### src/rtl/aes_pkg.sv
// Definitions shared by the AES byte-serial input and output interfaces:
// block geometry, output FSM state encoding and host command codes.
package aes_pkg;

   localparam int DATA_W = 128;
   localparam int BYTE_W = 8;
   localparam int NBYTES = DATA_W / BYTE_W;

   typedef enum logic {
      OS_IDLE = 1'b0,
      OS_SEND = 1'b1
   } os_state_e;

   // Host command codes decoded by the input interface.
   typedef enum logic [1:0] {
      C_ID = 2'b00,
      C_SP = 2'b01,
      C_SK = 2'b10,
      C_ST = 2'b11
   } cmd_e;

endpackage

### src/rtl/output_interface_edge_detect_rise.sv
// One-bit rising-edge detector. The history register resets to RESET_VAL so a
// level already high when reset releases is not mistaken for an edge.
module edge_detect_rise #(
   parameter logic RESET_VAL = 1'b1
) (
   input  logic clk,
   input  logic rst_,
   input  logic d_i,
   output logic rise_o
);

   logic d_q;

   // NOTE: sequential state is written only with non-blocking assignments so
   // every flop samples pre-edge values regardless of block evaluation order.
   always_ff @(posedge clk) begin
      if (rst_) begin
         d_q <= RESET_VAL;
      end else begin
         d_q <= d_i;
      end
   end

   assign rise_o = d_i & ~d_q;

endmodule

### src/rtl/output_interface.sv
// Captures the AES engine ciphertext on the rising edge of its done level and
// streams it out MSB byte first over a valid/ready byte handshake.
module output_interface
   import aes_pkg::*;
#(
   parameter int DATA_W = aes_pkg::DATA_W,
   parameter int BYTE_W = aes_pkg::BYTE_W
) (
   input  logic              clk,
   input  logic              rst_,
   input  logic              transformer_done,
   input  logic [DATA_W-1:0] cipher_in,
   output logic [BYTE_W-1:0] dout,
   output logic              dout_valid,
   input  logic              dout_ready,
   output logic              busy,
   output logic              tx_done,
   output logic              overrun
);

   localparam int NBYTES = DATA_W / BYTE_W;
   localparam int CNT_W  = $clog2(NBYTES);
   localparam logic [CNT_W-1:0] LAST_IDX = CNT_W'(NBYTES - 1);

   os_state_e         state_q;
   logic [DATA_W-1:0] buf_q;
   logic [CNT_W-1:0]  cnt_q;
   logic [BYTE_W-1:0] dout_q;
   logic              valid_q;
   logic              busy_q;
   logic              tx_done_q;
   logic              overrun_q;

   logic              cap;
   logic              xfer;
   logic              last_xfer;
   logic              load;
   logic [CNT_W-1:0]  cnt_d;
   logic [BYTE_W-1:0] next_byte_d;
   logic [BYTE_W-1:0] first_byte_d;

   function automatic logic [BYTE_W-1:0] byte_of(input logic [DATA_W-1:0] blk,
                                                  input logic [CNT_W-1:0]  idx);
      logic [DATA_W-1:0] sh;
      sh = blk << (BYTE_W * idx);
      return sh[DATA_W-1 -: BYTE_W];
   endfunction

   edge_detect_rise #(
      .RESET_VAL (1'b1)
   ) u_done_edge (
      .clk    (clk),
      .rst_   (rst_),
      .d_i    (transformer_done),
      .rise_o (cap)
   );

   // NOTE: every signal assigned in always_comb gets a value on every path,
   // otherwise synthesis infers a latch to hold the old value.
   always_comb begin
      xfer         = (state_q == OS_SEND) & valid_q & dout_ready;
      last_xfer    = xfer & (cnt_q == LAST_IDX);
      // A capture is accepted when idle, or when it coincides with the last byte.
      load         = cap & ((state_q == OS_IDLE) | last_xfer);
      cnt_d        = cnt_q + 1'b1;
      next_byte_d  = byte_of(buf_q, cnt_d);
      first_byte_d = cipher_in[DATA_W-1 -: BYTE_W];
   end

   // NOTE: the ciphertext buffer is an ordinary register, not a memory array,
   // so it is cleared by reset together with the rest of the state.
   always_ff @(posedge clk) begin
      if (rst_) begin
         state_q   <= OS_IDLE;
         buf_q     <= '0;
         cnt_q     <= '0;
         dout_q    <= '0;
         valid_q   <= 1'b0;
         busy_q    <= 1'b0;
         tx_done_q <= 1'b0;
         overrun_q <= 1'b0;
      end else begin
         tx_done_q <= last_xfer;

         if (load) begin
            state_q <= OS_SEND;
            buf_q   <= cipher_in;
            cnt_q   <= '0;
            dout_q  <= first_byte_d;
            valid_q <= 1'b1;
            busy_q  <= 1'b1;
         end else if (last_xfer) begin
            state_q <= OS_IDLE;
            cnt_q   <= '0;
            dout_q  <= '0;
            valid_q <= 1'b0;
            busy_q  <= 1'b0;
         end else if (xfer) begin
            cnt_q  <= cnt_d;
            dout_q <= next_byte_d;
         end

         // Result arriving mid-stream is dropped; flag stays until reset.
         if (cap && (state_q == OS_SEND) && !last_xfer) begin
            overrun_q <= 1'b1;
         end
      end
   end

   assign dout       = dout_q;
   assign dout_valid = valid_q;
   assign busy       = busy_q;
   assign tx_done    = tx_done_q;
   assign overrun    = overrun_q;

endmodule

### config.mk
export PLATFORM = sky130hd
export DESIGN_NAME = output_interface
export DESIGN_NICKNAME = d
export VERILOG_FILES = /design/src/rtl/aes_pkg.sv /design/src/rtl/output_interface_edge_detect_rise.sv /design/src/rtl/output_interface.sv
export SDC_FILE = /design/constraint.sdc
export NUM_CORES = 1
export LEC_CHECK = 0
export ABC_CLOCK_PERIOD_IN_PS = 2000
export CAP_MARGIN = 20
export CORE_MARGIN = 2
export CORE_UTILIZATION = 45
export DETAILED_ROUTE_END_ITERATION = 8
export PLACE_DENSITY = 0.76
export SYNTH_ARGS = -nofsm -noshare
export SYNTH_HDL_FRONTEND = slang
export SYNTH_HIERARCHICAL = 1
export SYNTH_SLANG_ARGS = --single-unit
### constraint.sdc
create_clock -name clk -period 2 [get_ports clk]
set_input_delay 0.2 -clock clk [delete_from_list [all_inputs] [get_ports clk]]
set_output_delay 0.2 -clock clk [all_outputs]
set_load 0.03 [all_outputs]
== Word-level counts from Yosys, hierarchy flattened ==
Cells that the tools add are included.
Cells by class
  add/sub/neg operators: 1
  equality and inequality tests: 1
  shifts and indexed selects: 1
  mux-type cells: 5
  bitwise gates (word level): 7
  reduce and logical (&&, ||, !) cells: 6
Operator list (number)
  left shift 128 x 7 -> 128 bit: 1
  two-way mux 8 bit: 3
  adder 4 x 1 -> 4 bit (second input constant): 1
  AND 1 bit: 4
  equality test 4 bit (second input constant): 1
  nonzero test 3 bit: 1
  OR reduction 3 bit: 1
  logical AND 1 bit: 2
  two-way mux 1 bit: 2
  NOT 1 bit: 2
  nonzero test 2 bit: 1
  logical NOT 1 bit: 1
  bitwise OR 1 bit: 1
Word-level totals
  register bits after elaboration: 144
  bits of input ports: 132
  output and inout port bits: 12

== Longest topological paths before layout ==
  depth in word-level cells: 5
  gate-level depth with buffers: 8
  depth with buffers taken out: 6

== By module ==
Netlist, hierarchy kept.
By module, submodules not included
  output_interface: instances 1, cells each 773, area each 6217.2 um^2, sequential area each 2862.7 um^2
  edge_detect_rise: instances 1, cells each 3, area each 32.5 um^2, sequential area each 20.0 um^2

== Worst setup path after synthesis ==
Ideal clock, no wire load.
  path kind: reg-to-reg
  from: register cnt_q[0]
  to: register dout_q[2] (netlist: dout[2])
  library setup time: 127 ps
  arrival time: 1859 ps
  slack: 14 ps
  stages on the path, launching flop included: 8
  period minus slack after synthesis: 1986 ps
  cell sequence: dfxtp_1 > ha_1 > buf_6 > buf_2 > mux2_2 > o22ai_1 > nor4_1 > or3_1
On the way
  cells in the longest elaborated chain, start to end: 5
  elaborated cells between the ends (all ways): 10
RTL lines
  start: declaration: line output_interface.sv:27  | logic [CNT_W-1:0] cnt_q;
  start signal: assignment: line output_interface.sv:99  | cnt_q <= cnt_d;
  adder 4 x 1 -> 4 bit: line output_interface.sv:65  | cnt_d = cnt_q + 1'b1;
  via cnt_d[1]: line output_interface.sv:38  | logic [CNT_W-1:0] cnt_d;
  left shift 128 x 7 -> 128 bit: line output_interface.sv:45  | sh = blk << (BYTE_W * idx);
  two-way mux 8 bit: line output_interface.sv:98  | end else if (xfer) begin
  two-way mux 8 bit: line output_interface.sv:92  | end else if (last_xfer) begin
  two-way mux 8 bit: line output_interface.sv:85  | if (load) begin
  end signal: assignment: line output_interface.sv:89  | dout_q <= first_byte_d;
  end signal: assignment: line output_interface.sv:100  | dout_q <= next_byte_d;
  end: declaration: line output_interface.sv:28  | logic [BYTE_W-1:0] dout_q;
The timed path passes the listed nets, and every way through them passes these cells. The select of a mux whose other input is x is not followed.
A chain may end at the register's enable or synchronous reset.

== Worst setup path after layout ==
  from: register cnt_q[0]
  to: register dout_q[4] (netlist: dout[4])
Same word-level chain as after synthesis.

==> flow_summary.json <==
{
  "status": "finished, violations left",
  "violations": "setup timing",
  "critical_path.max_fanout": 6,
  "finalClockSkew_ns": 0.00677,
  "cp.required_ns": 2.29,
  "finalCriticalPeriod_ns": 2.03,
  "maxCapViolCount": 0,
  "min_from": "rst_",
  "p_leak_uw": 0.00323,
  "fp.coreArea_mm2": 0.0137,
  "antenna_cells": 0,
  "max_clock_freq_mhz": 494,
  "min_path_type": "primary input to flop",
  "drive_gt1_frac": 0.175,
  "grt_max_degree": 101,
  "grt_use_total": 0.243,
  "ir_drop_mv": 0.665,
  "hold_viol": 0,
  "synth.net_count": 909,
  "crit_chain": "ha_4, buf_12, clkbuf_16, mux2_2, o22ai_2, nor3_1, or3_1",
  "num_vias": 5885,
  "htree_levels": 4,
  "async_flop_share": 0,
  "clk_pin_slew_worst_paths_ns": 0.06,
  "synth.most_common_cell": "nand2_1",
  "timing.rr.start": "cnt_q[0]",
  "synth_top_area_cell": "dfxtp_1",
  "drv_slew": 0,
  "clock_latency_ns": 0.43,
  "synthCells": 776,
  "die_x_um": 122,
  "fp.dieH_um": 122,
  "gr-total-overflow": 0,
  "grt_pass1_wl_mm": 27.7,
  "ant_nets": 0,
  "nNetsFinal": 1049,
  "syn_area_mm2": 0.00625,
  "setup_violations": 2,
  "startpoint": "cnt_q[0]",
  "numPortBuffers": 143,
  "routedWlPerCell_um": 16.4,
  "rows": 43,
  "start_util": 0.456,
  "dieArea_mm2": 0.0148,
  "stdcell_count": 1109,
  "dp.cells": 1069,
  "critPathSlowestCell": "or3_1",
  "fin_ws_ns": -0.0262,
  "yosysTopAreaCellShare": 0.461,
  "synthTopCellsByArea": "dfxtp_1 46%, nand2_1 16%, mux2_2 12%",
  "synth_commonest_cells": "274 x nand2_1, 144 x dfxtp_1, 138 x a21oi_1",
  "dp_slack_ns": -0.0495,
  "grt_pass1_vias": 5478,
  "clockBufferDepth": 2,
  "arrival_ns": 2.32,
  "crit_path_start_kind": "flop",
  "ys_seq_elements": 144,
  "drc": 0,
  "synthFlopType": "dfxtp_1",
  "syn_to_final_growth_pct": 42.5,
  "ys_seq_area_frac": 0.461,
  "root_buffer": "clkbuf_16",
  "cts_tree": "done",
  "ios": 144,
  "syn_area_per_cell_um2": 8.05,
  "cp-end-kind": "flop",
  "synth_warnings": 6,
  "via_per_inst": 5.31,
  "place_congestion": 0.883,
  "totalWireLength_mm": 18.1,
  "drt_iter0_markers": 621,
  "synth_edf_count": 0,
  "clkSinkCount": 144,
  "antenna_found_initial": 0,
  "cp_slowest_stage_delay_ns": 0.38,
  "dr.pass1.iters": 5,
  "fin_crit_sh": 1.01,
  "power_density_mw_per_mm2": 800,
  "relSlewSlack": 0.613,
  "dp_hpwl_mm": 12.6,
  "tightest_slew_ns": 0.578,
  "cts_buffers": 17,
  "critPathKind": "flop to flop",
  "ys_types": 31
}
[metrics by stage]
stage	total power [uW]	cell area, um2	TNS (ns)	utilization	hold slack [ns]
final	7120	8900	-0.0344	0.649	0.318
after global routing	7340	8900	-0.190	0.649	0.323
after CTS	7090	8610	0	0.628	0.315
after detailed placement	3840	7950	-0.165	0.580	0.444
after global placement	3830	7950	-0.107	0.580	0.440
after floorplan	3420	6250	0	-	0.297
[report_power, final]
group	internal, uW	switching, uW
Sequential	2970	66.9
Combinational	462	349
Clock	2030	1250
Total	5460	1660
[kinds of logic (layout without fill, tap and decap cells)]
logic type	after synthesis	count (layout)	share of synthesized area
adder cells (fa/ha/maj)	1	1	0.00200
buffers and inverters	62	215	0.0519
XOR/XNOR	6	6	0.00961
multiplexers	64	64	0.115
flip-flops	144	144	0.461
AND/OR/NAND/NOR	317	317	0.202
AO/OA/AOI/OAI	182	182	0.158
[final timing paths]
| kind | endpoint | slack, ns | depth (start not counted) |
|---|---|---|---|
| min | buf_q[110] | 0.32 | 3 |
| max | dout[4] | -0.03 | 7 |
| max reg2reg | dout[4] | -0.03 | 7 |
| min reg2reg | buf_q[58] | 0.45 | 2 |
[layer usage]
metal  track usage  wire length [um]  up-vias
met3        0.0538              1140       27
met1         0.334              8170     2741
met5             0                 0        -
met4        0.0769               319        0
li1              -                 -     2910
met2         0.380              8500      207
[critical path: cells and delay by family (launching register included)]
kind	cells	cell delay, ns
AND/OR/NAND/NOR	2	0.46
buffers and inverters	2	0.28
flip-flops	1	0.34
adder cells (fa/ha/maj)	1	0.32
AO/OA/AOI/OAI	1	0.12
multiplexers	1	0.37
[cell usage in the layout (no fill, tap or decap), drive strengths merged, types with 2 or more instances in the layout]
cell type and count:
nor4 8, buf 37, dfxtp 144, xnor2 3, nor2 11, clkdlybuf4s50 142
a21oi 138, bufinv 3, xor2 3, o221ai 7, clkbuf 24, mux2 64
o22ai 25, clkinv 2, nor2b 2, nand2b 3, clkinvlp 4, nand2 274
inv 3, o21ai 7, a211o 2, nor3 8, or3 6
[cell type report]
class                   count  area (um2)
well taps                 180         225
clock inverters            12         156
repair buffers            183        1970
clock buffers              20         457
flip-flops and latches    144        2880
fillers                  1130        4810
multi-input cells         570        3210
[sequential cells by signal (all words and copies together) (netlist names)]
| register | flops |
|---|---|
| buf_q | 128 |
| dout | 8 |
| cnt_q | 4 |
| busy | 1 |
| overrun | 1 |
| tx_done | 1 |
| u_done_edge/d_q | 1 |
[timing repair]
item                       4_1_cts  5_1_grt
cloned                           1        4
pin swaps                        0        1
setup endpoints to repair        6        8
gates resized for setup          1       28
buffers inserted                 0        3
hold buffers                     0        0
Power figures use the tool's default switching activity.
